## src/rtl/raycast_pkg.sv

```systemverilog
`default_nettype none
// ============================================================================
// Package : raycast_pkg
// Brief   : Shared constants, state encoding and coordinate type for the
//           raycaster wall-search stages.
// Rev     : 1.0 - initial release
// ============================================================================
package raycast_pkg;

  // Default map geometry: 16x16 tiles of 64 world units
  localparam int C_TILE_SHIFT = 6;
  localparam int C_MAP_W      = 16;
  localparam int C_MAP_H      = 16;
  localparam int C_COORD_W    = 13;

  // Wall-search state encoding
  localparam int C_STATE_W = 3;
  typedef logic [C_STATE_W-1:0] state_t;

  localparam state_t C_ST_IDLE  = 3'd0;
  localparam state_t C_ST_CHECK = 3'd1;
  localparam state_t C_ST_REQ   = 3'd2;
  localparam state_t C_ST_STEP  = 3'd3;
  localparam state_t C_ST_DONE  = 3'd4;

  // Signed ray coordinate: one extra bit so a ray can leave the map on
  // the negative side without aliasing back into it
  typedef logic signed [C_COORD_W:0] coord_s_t;

endpackage
`default_nettype wire

```

## src/rtl/grid_cell_addr.sv

```systemverilog
`default_nettype none
// ============================================================================
// Module : grid_cell_addr
// Brief  : Combinational probe-point adjust, map bounds check and map cell
//          address for a ray point sitting on a grid line.
// Rev    : 1.0 - initial release
// ============================================================================
module grid_cell_addr
  import raycast_pkg::*;
#(
  parameter int COORD_W    = C_COORD_W,
  parameter int TILE_SHIFT = C_TILE_SHIFT,
  parameter int MAP_W      = C_MAP_W,
  parameter int MAP_H      = C_MAP_H,
  parameter int MAP_AW     = $clog2(MAP_W * MAP_H)
) (
  input  logic                      mode,
  input  logic signed [COORD_W:0]   cur_x,
  input  logic signed [COORD_W:0]   cur_y,
  input  logic                      step_x_neg,
  input  logic                      step_y_neg,
  output logic                      out_of_bounds,
  output logic [MAP_AW-1:0]         cell_addr
);

  // One bit wider than the ray so the -1 probe adjust can never wrap
  localparam int C_PW = COORD_W + 2;
  localparam logic signed [C_PW-1:0] C_LIM_X = C_PW'(MAP_W << TILE_SHIFT);
  localparam logic signed [C_PW-1:0] C_LIM_Y = C_PW'(MAP_H << TILE_SHIFT);

  logic signed [C_PW-1:0] w_px;
  logic signed [C_PW-1:0] w_py;
  logic [MAP_AW-1:0]      w_cell_x;
  logic [MAP_AW-1:0]      w_cell_y;

  // A ray moving in the negative direction sits on the boundary of the
  // cell it is about to enter, so the crossed axis is nudged back by one
  always_comb begin
    w_px = C_PW'(cur_x);
    w_py = C_PW'(cur_y);
    if (mode && step_x_neg) begin
      w_px = w_px - C_PW'(1);
    end
    if (!mode && step_y_neg) begin
      w_py = w_py - C_PW'(1);
    end

    out_of_bounds = w_px[C_PW-1] || (w_px >= C_LIM_X) ||
                    w_py[C_PW-1] || (w_py >= C_LIM_Y);

    w_cell_x  = MAP_AW'(w_px >>> TILE_SHIFT);
    w_cell_y  = MAP_AW'(w_py >>> TILE_SHIFT);
    cell_addr = MAP_AW'(w_cell_y * MAP_AW'(MAP_W)) + w_cell_x;
  end

endmodule
`default_nettype wire

```

## src/rtl/find_wall_intersection_grid.sv

```systemverilog
`default_nettype none
// ============================================================================
// Module : find_wall_intersection_grid
// Brief  : Marches a ray along horizontal (mode=0) or vertical (mode=1)
//          grid-line intersections, reading the map over a req/ack
//          handshake until a wall, the map edge or the step limit.
// Rev    : 1.0 - initial release
// ============================================================================
module find_wall_intersection_grid
  import raycast_pkg::*;
#(
  parameter int COORD_W    = C_COORD_W,
  parameter int TILE_SHIFT = C_TILE_SHIFT,
  parameter int MAP_W      = C_MAP_W,
  parameter int MAP_H      = C_MAP_H,
  parameter int MAX_STEPS  = 32,
  parameter int MAP_AW     = $clog2(MAP_W * MAP_H)
) (
  input  logic                             clock,
  input  logic                             resetn,
  input  logic                             begin_calc,
  input  logic                             mode,
  input  logic [COORD_W-1:0]               startX,
  input  logic [COORD_W-1:0]               startY,
  input  logic signed [COORD_W:0]          stepX,
  input  logic signed [COORD_W:0]          stepY,
  output logic                             map_req,
  output logic [MAP_AW-1:0]                map_addr,
  input  logic                             map_ack,
  input  logic                             map_data,
  output logic [COORD_W-1:0]               wallX,
  output logic [COORD_W-1:0]               wallY,
  output logic [$clog2(MAX_STEPS+1)-1:0]   step_count,
  output logic                             wall_found,
  output logic                             end_calc,
  output logic                             busy
);

  localparam int C_SC_W = $clog2(MAX_STEPS + 1);

  state_t                  r_state;
  state_t                  w_state_next;

  logic                    r_mode;
  logic signed [COORD_W:0] r_step_x;
  logic signed [COORD_W:0] r_step_y;
  logic signed [COORD_W:0] r_cur_x;
  logic signed [COORD_W:0] r_cur_y;
  logic [MAP_AW-1:0]       r_map_addr;
  logic [COORD_W-1:0]      r_wall_x;
  logic [COORD_W-1:0]      r_wall_y;
  logic [C_SC_W-1:0]       r_step_count;
  logic                    r_wall_found;

  logic                    w_start;
  logic                    w_oob;
  logic                    w_at_limit;
  logic [MAP_AW-1:0]       w_cell_addr;

  assign w_start    = begin_calc && ((r_state == C_ST_IDLE) || (r_state == C_ST_DONE));
  assign w_at_limit = (r_step_count >= C_SC_W'(MAX_STEPS));

  grid_cell_addr #(
    .COORD_W    (COORD_W),
    .TILE_SHIFT (TILE_SHIFT),
    .MAP_W      (MAP_W),
    .MAP_H      (MAP_H),
    .MAP_AW     (MAP_AW)
  ) u_cell (
    .mode          (r_mode),
    .cur_x         (r_cur_x),
    .cur_y         (r_cur_y),
    .step_x_neg    (r_step_x[COORD_W]),
    .step_y_neg    (r_step_y[COORD_W]),
    .out_of_bounds (w_oob),
    .cell_addr     (w_cell_addr)
  );

  // State register
  always_ff @(posedge clock or negedge resetn) begin
    if (!resetn) begin
      r_state <= C_ST_IDLE;
    end else begin
      r_state <= w_state_next;
    end
  end

  // Next-state decode
  always_comb begin
    w_state_next = r_state;
    case (r_state)
      C_ST_IDLE:  if (begin_calc) w_state_next = C_ST_CHECK;
      C_ST_CHECK: w_state_next = w_oob ? C_ST_DONE : C_ST_REQ;
      C_ST_REQ: begin
        if (map_ack) begin
          if (map_data || w_at_limit) begin
            w_state_next = C_ST_DONE;
          end else begin
            w_state_next = C_ST_STEP;
          end
        end
      end
      C_ST_STEP:  w_state_next = C_ST_CHECK;
      C_ST_DONE:  if (begin_calc) w_state_next = C_ST_CHECK;
      default:    w_state_next = C_ST_IDLE;
    endcase
  end

  // State-decoded handshake and status outputs
  always_comb begin
    map_req  = (r_state == C_ST_REQ);
    busy     = (r_state == C_ST_CHECK) || (r_state == C_ST_REQ) || (r_state == C_ST_STEP);
    end_calc = (r_state == C_ST_DONE);
  end

  // Ray datapath: latch a new job, register the probe address, advance the
  // ray and capture the final point on the way into DONE
  always_ff @(posedge clock or negedge resetn) begin
    if (!resetn) begin
      r_mode       <= 1'b0;
      r_step_x     <= '0;
      r_step_y     <= '0;
      r_cur_x      <= '0;
      r_cur_y      <= '0;
      r_map_addr   <= '0;
      r_wall_x     <= '0;
      r_wall_y     <= '0;
      r_step_count <= '0;
      r_wall_found <= 1'b0;
    end else if (w_start) begin
      r_mode       <= mode;
      r_step_x     <= stepX;
      r_step_y     <= stepY;
      r_cur_x      <= {1'b0, startX};
      r_cur_y      <= {1'b0, startY};
      r_wall_x     <= '0;
      r_wall_y     <= '0;
      r_step_count <= '0;
      r_wall_found <= 1'b0;
    end else begin
      if ((r_state == C_ST_CHECK) && !w_oob) begin
        r_map_addr <= w_cell_addr;
      end
      if ((r_state == C_ST_REQ) && map_ack && map_data) begin
        r_wall_found <= 1'b1;
      end
      if (r_state == C_ST_STEP) begin
        r_cur_x      <= r_cur_x + r_step_x;
        r_cur_y      <= r_cur_y + r_step_y;
        r_step_count <= r_step_count + C_SC_W'(1);
      end
      if ((r_state != C_ST_DONE) && (w_state_next == C_ST_DONE)) begin
        r_wall_x <= r_cur_x[COORD_W-1:0];
        r_wall_y <= r_cur_y[COORD_W-1:0];
      end
    end
  end

  assign map_addr   = r_map_addr;
  assign wallX      = r_wall_x;
  assign wallY      = r_wall_y;
  assign step_count = r_step_count;
  assign wall_found = r_wall_found;

endmodule
`default_nettype wire
```

## config.mk

```make
export PLATFORM = sky130hd
export DESIGN_NAME = find_wall_intersection_grid
export DESIGN_NICKNAME = d
export VERILOG_FILES = /design/src/rtl/raycast_pkg.sv /design/src/rtl/grid_cell_addr.sv /design/src/rtl/find_wall_intersection_grid.sv
export SDC_FILE = /design/constraint.sdc
export NUM_CORES = 1
export LEC_CHECK = 0
export BUFFER_PORTS_ARGS = -buffer_cell sky130_fd_sc_hd__buf_2
export CORE_UTILIZATION = 40
export DETAILED_ROUTE_END_ITERATION = 6
export SLEW_MARGIN = 20
export SYNTH_ARGS = -nofsm -noshare
export SYNTH_HDL_FRONTEND = slang
export SYNTH_SLANG_ARGS = --single-unit
export TNS_END_PERCENT = 100
```

## constraint.sdc

```tcl
create_clock -name clock -period 4.04 [get_ports clock]
set_input_delay 0.606 -clock clock [delete_from_list [all_inputs] [get_ports clock]]
set_output_delay 0.606 -clock clock [all_outputs]
set_load 0.02 [all_outputs]
```

# [Yosys cells after proc, flatten, opt, wreduce, memory -nomap -nowiden]
# Index checks and enable logic that the tools add are counted.
[totals] ff_bits=101 out_inout_bits=44 elab_cells=68
[classes] n_addsub=6 magnitude_cmp=3 eq_ne=6 n_mux=19 bitwise=1 n_reduce_logical=22
[op_table] operator="two-way mux 14 bit" n=4
[op_table] operator="two-way mux 13 bit" n=4
[op_table] operator=">= comparator 15 x 12 -> 1 bit, second input constant" n=2
[op_table] operator="two-way mux 15 bit" n=2
[op_table] operator="subtractor 14 x 2 -> 15 bit, second input constant" n=2
[op_table] operator="adder 14 bit" n=2
[op_table] operator="two-way mux 3 bit" n=4
[op_table] operator="two-way mux 6 bit" n=2
[op_table] operator="case mux 3 bit (4 select lines)" n=1
[op_table] operator="adder 8 bit" n=1
[op_table] operator="logical AND 1 bit" n=7
[op_table] operator="logical OR 1 bit" n=7
[op_table] operator="adder 6 x 1 -> 6 bit, second input constant" n=1
[op_table] operator="equality test 3 x 2 -> 1 bit, second input constant" n=2
[op_table] operator="equality test 3 bit, second input constant" n=2
[op_table] operator=">= comparator 6 bit, second input constant" n=1
[op_table] operator="nonzero test 2 bit" n=3
[op_table] operator="equality test 3 x 1 -> 1 bit, second input constant" n=1
[op_table] operator="logical NOT 3 bit" n=1
[op_table] operator="!= test 3 bit, second input constant" n=1
[op_table] operator="logical NOT 1 bit" n=2
[op_table] operator="two-way mux 1 bit" n=2
[op_table] operator="AND reduction 2 bit" n=1
[op_table] operator="OR reduction 2 bit" n=1
[op_table] operator="inverter 1 bit" n=1

# [Logic depth before layout (Yosys ltp)]
# Gate-level depths: netlist (run 1).
[depth] word_depth=12 mapped_depth=12 ltp_nobuf=12

# [Hierarchy]
# Synthesis (run 1) repeated with hierarchy kept, for this count alone.
[unflattened] cells_unflattened=643 hier_area_um2=5744.3
[modules_own_cells] module="find_wall_intersection_grid" instances=1 cells_per_inst=577 area_per_inst_um2=5235.0 seq_area_each_um2=2527.4
[modules_own_cells] module="grid_cell_addr" instances=1 cells_per_inst=66 area_per_inst_um2=509.2 seq_area_each_um2=0.0

# [Worst setup path before layout (run 1)]
# OpenSTA, ideal clock, no wires.
[synth_path] kind="flip-flop to flip-flop" from="register r_cur_x[8]" to="register r_map_addr[7], in the netlist map_addr[7]" arrival_time_ns=2.785 required_ns=3.963 path_slack_ns=1.177 path_stages_with_launch=13 path_buffers=0 synth_period_minus_slack_ns=2.863 path_cell_list="dfrtp_1 -> or4_4 -> or3_4 -> o21a_1 -> nor2_1 -> inv_1 -> ha_1 -> a21o_1 -> a21oi_1 -> xnor2_1 -> nor3_1 -> nand2b_1 -> a21oi_1"
[synth_via] elab_chain_cells=9 word_cells_on_any_way=10 cone_classes="2 x add/sub; 1 x order compare; 1 x mux; 6 x reduce/logical"
[synth_rtl] item="start, declared" line="find_wall_intersection_grid.sv:47" text="logic signed [COORD_W:0] r_cur_x;"
[synth_rtl] item="start signal, assigned" line="find_wall_intersection_grid.sv:134" text="r_cur_x <= {1'b0, startX};"
[synth_rtl] item="start signal, assigned" line="find_wall_intersection_grid.sv:148" text="r_cur_x <= r_cur_x + r_step_x;"
[synth_rtl] item="subtractor 14 x 2 -> 15 bit" line="grid_cell_addr.sv:42" text="w_px = w_px - C_PW'(1);"
[synth_rtl] item="two-way mux 15 bit *" line="grid_cell_addr.sv:41" text="if (mode && step_x_neg) begin"
[synth_rtl] item=">= comparator 15 x 12 -> 1 bit" line="grid_cell_addr.sv:48" text="out_of_bounds = w_px[C_PW-1] || (w_px >= C_LIM_X) ||"
[synth_rtl] item="logical OR 1 bit (2 in a row)" line="grid_cell_addr.sv:48"
[synth_rtl] item="logical OR 1 bit" line="grid_cell_addr.sv:49" text="w_py[C_PW-1] || (w_py >= C_LIM_Y);"
[synth_rtl] item="logical NOT 1 bit" line="find_wall_intersection_grid.sv:141" text="if ((r_state == C_ST_CHECK) && !w_oob) begin"
[synth_rtl] item="logical AND 1 bit" line="find_wall_intersection_grid.sv:141"
[synth_rtl] item="AND reduction 2 bit (no line)"
[synth_rtl] item="end signal, assigned" line="find_wall_intersection_grid.sv:142" text="r_map_addr <= w_cell_addr;"
[synth_rtl] item="end, declared" line="find_wall_intersection_grid.sv:49" text="logic [MAP_AW-1:0] r_map_addr;"
# Every way passes the cells marked *; elsewhere a longest branch is shown, timed or not.
# A chain may end at the register's enable or synchronous reset.

# [Final worst setup path (run 1)]
# Ends and elaborated chain as after synthesis.

==> impl_results.md, run 1 <==
* CP max FO at 5
* Status: complete, no violations
* Final setup margin at 973.2 ps
* Global-route wire length before repair at 24870 um
* Critical path class: reg -> reg
* Die Span Y at ~120 um
* Int Pwr at 2183 uW
* # H-tree levels at 3
* Wire per inst at 16.31 um
* Die area at 14940 sq um
* Post-route design area at about 6700 sq um
* VDD IR max at 0.2023 mV
* CP most frequent cell: a21oi_1
* Port bufs at 103
* Netlist cell types at 60
* Crit path time final at 3067 ps
* Initial DRC Count at 312
* Top FF cell, synth: dfrtp_1
* N_diodes at 0
* Post-route antenna net violation count at 0
* Pre-CTS setup slack at 1003 ps
* Seq pwr share at 0.400
* Core box area at between 10000 and 15000 sq um
* GRT Util Overall at 0.2152
* Setup TNS at 0 ps
* Clk network pwr share at 0.237
* Period Utilization, post-route at 0.7591
* Overall routed net length at 14860 um
* Flops & latches, synth at 101
* Pwr Density at 536.9 nW/um^2
* Most frequent cells in the layout: 124 x nand2_1, 102 x buf_2, 101 x dfrtp_1
* DRC viols at 0
* Pin count of the biggest net entering global routing at between 60 and 70
* Critical path, cell by cell: or4_4 -> or3_4 -> o21a_1 -> nor2_1 -> inv_1 -> ha_1 -> a21o_1 -> a21oi_1 -> xnor2_1 -> nor3_1 -> nand2b_1 -> a21oi_1
* Post-synth EDFFs at 0
* Ports at 104
* RR Startpoint: r_cur_x[8]
* Hold Crit Class: in -> async
* Detailed placement HPWL at 10750 um
* Worst path required time at 4320 ps
* Area grow syn2layout at 15.54%
* Net count after synthesis at 735
* Worst rel slew slack at 0.2848
* Post-Syn Instances at 639
* Number of buffers created by CTS at 9
* Synth warn at 0
* Cell Area, Synth at 5782 sq um
* Root Buffer: clkbuf_16
* Vias at about 4900
* Ys async rst share at 1.000
* Starting density of the core at 0.4133
* Fmax at ~330 MHz
* Pre-Repair DR Iteration Count at 5
* Via-to-Cell Ratio at 5.380
* Hold Buf Count CTS at 0
* Number of global-route vias before repair at 4917
* Max Cap Viol at 0
* DP Area at 6399 sq um
* Crit end category: flip-flop
* Grt ovf at 0
* PostCTS Resize Cnt at 0
* Leak pwr at about 0.0032 uW
* Seq/Total Area, Yosys at 0.4371
* Final hold viol count at 0
* Worst-margin pin slew at 1069 ps
* Slowest CP cell: or4_4
* Chip width at 122.2 um
* Rows at 43
* Max incr delay on CP at 570 ps
* Antenna violations before repair at 0
* Post-CTS setup repair buffer count at 0
* WP data arrival at 3350 ps
* Final Power at between 3000 and 4000 uW
* Layout cells sized above 1 at 0.1929
* Clk Latency, worst-skew pair at 360 ps
* Post-Syn Area per Cell at 9.048 sq um
* Commonest non-fill, non-tap cell in the layout: nand2_1
* Worst Setup Start Kind: flip-flop
* Switch share at 0.3914
* TritonCTS clock tree: yes
* Layout Nets at roughly 800
* Clock-pin transition on the worst setup and hold timing paths at approximately 80 ps
* Final setup violation count at 0
* Max Transition Viols Final at 0
* Worst Skew at 8.239 ps
* Clock Tree Buf Depth at 2
* Logic pwr share at 0.363
* RSZ-0062 raised after global routing: no
* Clock Sink Count at 101
* Critical Path Source: r_cur_x[8]
* Net Switching at about 1400 uW
* Placer Congestion at 0.9135
## critical path: cells and delay by family, from the launching register on
kind / cells / cell delay (ps)
simple gates: 5 / 1340
compound gates: 4 / 680
flops: 1 / 440
fa+ha+maj: 1 / 290
xor+xnor: 1 / 150
buf+inv: 1 / 70
## kinds of logic after synthesis
| kind of cell | share of synthesized area |
|---|---|
| simple gates | 0.2132 |
| compound gates | 0.1552 |
| flops | 0.4371 |
| buf+inv | 0.04436 |
| fa+ha+maj | 0.08180 |
| xor+xnor | 0.04847 |
| mux | 0.01991 |
## cell type report
cell class / count / area [sq um]
clock buffers: 9 / 225.2
inverters: 19 / 71.32
well taps: 180 / 225.2
flip-flops and latches: 101 / 2527
multi-input cells: 486 / 3012
repair buffers: 109 / 563.0
clock inverters: 7 / 56.30
fillers: 1366 / 7308
## cell usage after synthesis (3+ instances only)
| library cell | instances | share of area |
|---|---|---|
| ha_1 | 33 | 0.071 |
| and3_1 | 4 | 0.0043 |
| clkbuf_1 | 21 | 0.014 |
| mux2i_1 | 7 | 0.012 |
| buf_2 | 3 | 0.0026 |
| inv_1 | 19 | 0.012 |
| a31oi_1 | 8 | 0.0087 |
| a21o_1 | 4 | 0.0052 |
| or4_1 | 3 | 0.0039 |
| buf_1 | 4 | 0.0026 |
| o2bb2ai_1 | 20 | 0.030 |
| o21a_1 | 6 | 0.0078 |
| a21oi_1 | 39 | 0.034 |
| nand3_1 | 28 | 0.024 |
| buf_12 | 3 | 0.010 |
| o21ai_0 | 35 | 0.030 |
| nor2b_1 | 6 | 0.0065 |
| xnor2_1 | 14 | 0.021 |
| nor3_1 | 11 | 0.0095 |
| a22oi_1 | 7 | 0.0091 |
| a211oi_1 | 3 | 0.0039 |
| nor4_1 | 5 | 0.0054 |
| mux2_1 | 3 | 0.0058 |
| nand4_1 | 6 | 0.0065 |
| nand2_1 | 125 | 0.081 |
| dfrtp_1 | 101 | 0.44 |
| xor2_1 | 18 | 0.027 |
| fa_1 | 3 | 0.010 |
| or2_2 | 3 | 0.0032 |
| nor2_1 | 51 | 0.033 |
| or3_1 | 5 | 0.0054 |
| nand2b_1 | 6 | 0.0065 |
## flip-flops by register name, indices dropped and copies added (netlist names), 3 cells and up
register / cells
r_cur_x: 14
r_step_y: 14
r_state: 3
r_step_x: 14
wallX: 13
step_count: 6
map_addr: 8
wallY: 13
r_cur_y: 14
## through the flow
| stage | utilization | hold WS, ps | instances |
|---|---|---|---|
| floorplan | - | 310.4 | 639 |
| global placement | 0.4574 | 469.3 | 895 |
| detailed placement | 0.4574 | 473.6 | 895 |
| CTS | 0.4775 | 402.8 | 911 |
| global route | 0.4775 | 429.2 | 911 |
| finish | 0.4775 | 367.7 | 911 |
## power groups by stage
stage | Combinational, uW | Sequential, uW | Clock, uW
after floorplan | 853 | 1510 | 0
final | 1300 | 1430 | 851
after global placement | 1270 | 1450 | 0
after CTS | 1310 | 1430 | 865
after detailed placement | 1300 | 1450 | 0
after global routing | 1470 | 1460 | 908
## metal layers
layer | GRT usage | part of all wire | vias up
li1 | - | - | 2407
met1 | 0.3084 | 0.49 | 2366
met2 | 0.3336 | 0.45 | 112
met3 | 0.02742 | 0.043 | 16
met4 | 0.07546 | 0.018 | 0
met5 | 0 | 0 | -
## path summary, 6_finish.rpt
path                                    end  slack, ps  depth (start not counted)
worst max register to register  map_addr[7]        970                         12
min in group clock              r_step_y[8]        440                          3
worst min-delay path               wallY[2]        370                          2
max in group asynchronous        r_cur_x[0]       3210                          2
worst min register to register  r_step_y[7]        490                          2
worst max-delay path            map_addr[7]        970                         12
No activity file was read; power rests on OpenSTA's default activity.
==> run 2: changes to the inputs <==
ABC_AREA = 1   (was unset)
clock period = 3.2 ns   (was 4.04 ns; I/O delays follow)
==> impl_results.md, run 2 <==
* Filler instances at 1539 (+13%)
* Hold Crit Class: in -> async
* Pin count of the biggest net entering global routing at 89 (+31%)
* Layout cells sized above 1 at 0.1582 (-0.03464)
* Max Transition Viols Final at 0 (unchanged)
* Most Crowded Layer GR: met1
* Core box area at 14750 sq um (+5.5%)
* Overall routed net length at 16640 um (+12%)
* Most frequent cells in the layout: 243 x nand2_1, 102 x buf_2, 101 x dfrtp_1
* Worst-margin pin slew at 758.7 ps (-310.1 ps)
* Pre-Repair DR Iteration Count at 4 (-1)
* Wire per inst at 15.21 um (-6.8%)
* Antenna violations before repair at 0 (unchanged)
* Worst Skew at 9.104 ps (+0.8645 ps)
* GRT Util Overall at 0.2191 (+0.003958)
* Post-CTS setup repair buffer count at 0 (unchanged)
* TritonCTS clock tree: yes
* Final hold viol count at 0 (unchanged)
* Global-route wire length before repair at 27140 um (+9.1%)
* Max Cap Viol at 0 (unchanged)
* Period Utilization, post-route at 0.7354 (-0.02370)
* Clk Latency, worst-skew pair at 360 ps (about the same)
* # H-tree levels at 3 (unchanged)
* Die area at 15840 sq um (+6.0%)
* Pwr Density at 991.6 nW/um^2 (+85%)
* Post-synth top area share at 0.4120 (-0.02514)
* Number of global-route vias before repair at 5204 (+5.8%)
* Met3 usage at 0.02676 (-0.0006534)
* Post-Syn Instances at 808 (+26%)
* Synth warn at 0 (unchanged)
* Detailed placement HPWL at 12550 um (+17%)
* PostCTS Resize Cnt at 0 (unchanged)
* RSZ-0062 raised after global routing: no
* Post-route antenna net violation count at 0 (unchanged)
* DRC viols at 0 (unchanged)
* Root Buffer: clkbuf_16
* Post-synth top cells: 243 x nand2_1, 101 x dfrtp_1, 76 x inv_1
* Via-to-Cell Ratio at 5.107 (-5.1%)
* Post-synth EDFFs at 0 (unchanged)
* Chip width at 125.8 um (+3.0%)
* Ports at 104 (unchanged)
* Layout Nets at 1001 (+22%)
* Clock-pin transition on the worst setup and hold timing paths at 70 ps (about the same)
* Clock Sink Count at 101 (unchanged)
* Worst rel slew slack at 0.4942 (+0.2094)
* Crit path time final at 2353 ps (-713.5 ps)
* Leak pwr at 0.003845 uW (+19%)
* WP data arrival at 2580 ps (-770 ps)
* N_diodes at 0 (unchanged)
* Post-synth top area cell: dfrtp_1
* Final setup violation count at 0 (unchanged)
* Netlist cell types at 38 (-37%)
* Vias at 5587 (+14%)
* Number of buffers created by CTS at 9 (unchanged)
* Port bufs at 103 (unchanged)
* Initial DRC Count at 345 (+11%)
* Count leader, synth: nand2_1
* Seq/Total Area, Yosys at 0.4120 (-0.02514)
* Routing usage on met1 at 0.3345 (+0.02609)
* Grt ovf at 0 (unchanged)
* CP max FO at 4 (-1)
* Worst path required time at 3420 ps (-900 ps)
* Clock Tree Buf Depth at 2 (unchanged)
* Post-Syn Area per Cell at 7.592 sq um (-16%)
* Cell Area, Synth at 6135 sq um (+6.1%)
* Die Span Y at 125.8 um (+3.0%)
* Top FF cell, synth: dfrtp_1
* Net count after synthesis at 904 (+23%)
* Commonest non-fill, non-tap cell in the layout: nand2_1
* Fin Hold WS at 189.0 ps (-178.8 ps)
* GR Util met2 at 0.3196 (-0.01396)
* Worst Setup Start Kind: flip-flop
* Setup TNS at 0 ps (unchanged)
* Ys async rst share at 1.000 (unchanged)
* Starting density of the core at 0.4158 (+0.002463)
* Area grow syn2layout at 16.97%
* Rows at 44 (+2.3%)
* Hold Buf Count CTS at 0 (unchanged)
* Crit end category: flip-flop
* Synth top area cells: dfrtp_1 41%, nand2_1 15%, ha_1 6.7%
* VDD IR max at 0.3340 mV (+65%)
* Status: complete, no violations
* Placer Congestion at 0.8902 (-2.6%)
* Fmax at 424.9 MHz (+30%)
* Flops & latches, synth at 101 (unchanged)
* Critical path class: reg -> reg
[run 2: cell count changes after synthesis, sizes merged, moves of 11 or more]
cell     delta
nand2     +121
inv        +60
nand4      +35
o21ai      +23
o2bb2ai    -21
nand3      +19
o22ai      +14
nor2       +11
[run 2: final cells by class]
type | count | area, sq um | area share
clock buffer | 10 | 239.0 | 0.03330
clock inverter | 6 | 86.33 | 0.01203
inverter | 80 | 301.5 | 0.04202
multi-input combinational | 602 | 3188 | 0.4443
sequential | 101 | 2527 | 0.3522
tap | 184 | 230.2 | 0.03208
timing repair buffer | 111 | 603.1 | 0.08405
[run 2: kinds of logic (layout without fill, tap and decap cells)]
logic type | after synthesis | after routing | synth area share
DFF | 101 | 101 | 0.4120
AOI/OAI and AO/OA | 126 | 126 | 0.1136
xor gates and xnor gates | 24 | 24 | 0.03426
adders and majority gates | 36 | 36 | 0.07710
buffers and inverters | 105 | 207 | 0.06954
and+or+nand+nor | 416 | 416 | 0.2935
[run 2: power by group]
part	internal [uW]	total [uW]	leakage, uW	switching (uW)
Clock	705	1200	0.000158	498
Sequential	1750	2270	0.00129	518
Combinational	1310	3650	0.00240	2340
[run 2: worst paths after layout]
path / end / slack, ps / cells past startpoint / startpoint
max: map_addr[7] / 850 / 11 / r_cur_y[1]
min: r_step_y[4] / 190 / 1 / resetn
max reg2reg: map_addr[7] / 850 / 11 / r_cur_y[1]
min reg2reg: r_step_x[11] / 480 / 2 / r_step_x[11]
max in group asynchronous: wallX[6] / 2320 / 2 / resetn
min in group clock: r_step_y[0] / 320 / 3 / stepY[0]
[run 2: per-layer routing]
metal  part of all wire  up-vias
met5                  0        -
met4              0.016        0
met3              0.040       19
met2               0.42      136
met1               0.53     2541
li1                   -     2891
[run 2: worst max-delay path, stage by stage, from the launching register on]
cell and delay [ps]:
dfrtp_1 420, inv_1 150, ha_1 170, nand3_1 110, nor4_1 240, xor2_1 200
ha_1 290, a21oi_1 160, nand2_1 80, xor2_1 170, xnor2_1 140, o21ai_0 80
[run 2: stage by stage]
stage	cell area (sq um)	setup slack, ps	power, uW	instances	utilization
after floorplan	6135	1094	4831	808	-
after global placement	6850	926.5	5893	1078	0.4643
after detailed placement	6850	851.3	5902	1078	0.4643
after CTS	7176	834.5	7125	1094	0.4863
after global routing	7176	622.2	7714	1094	0.4863
final	7176	846.6	7116	1094	0.4863
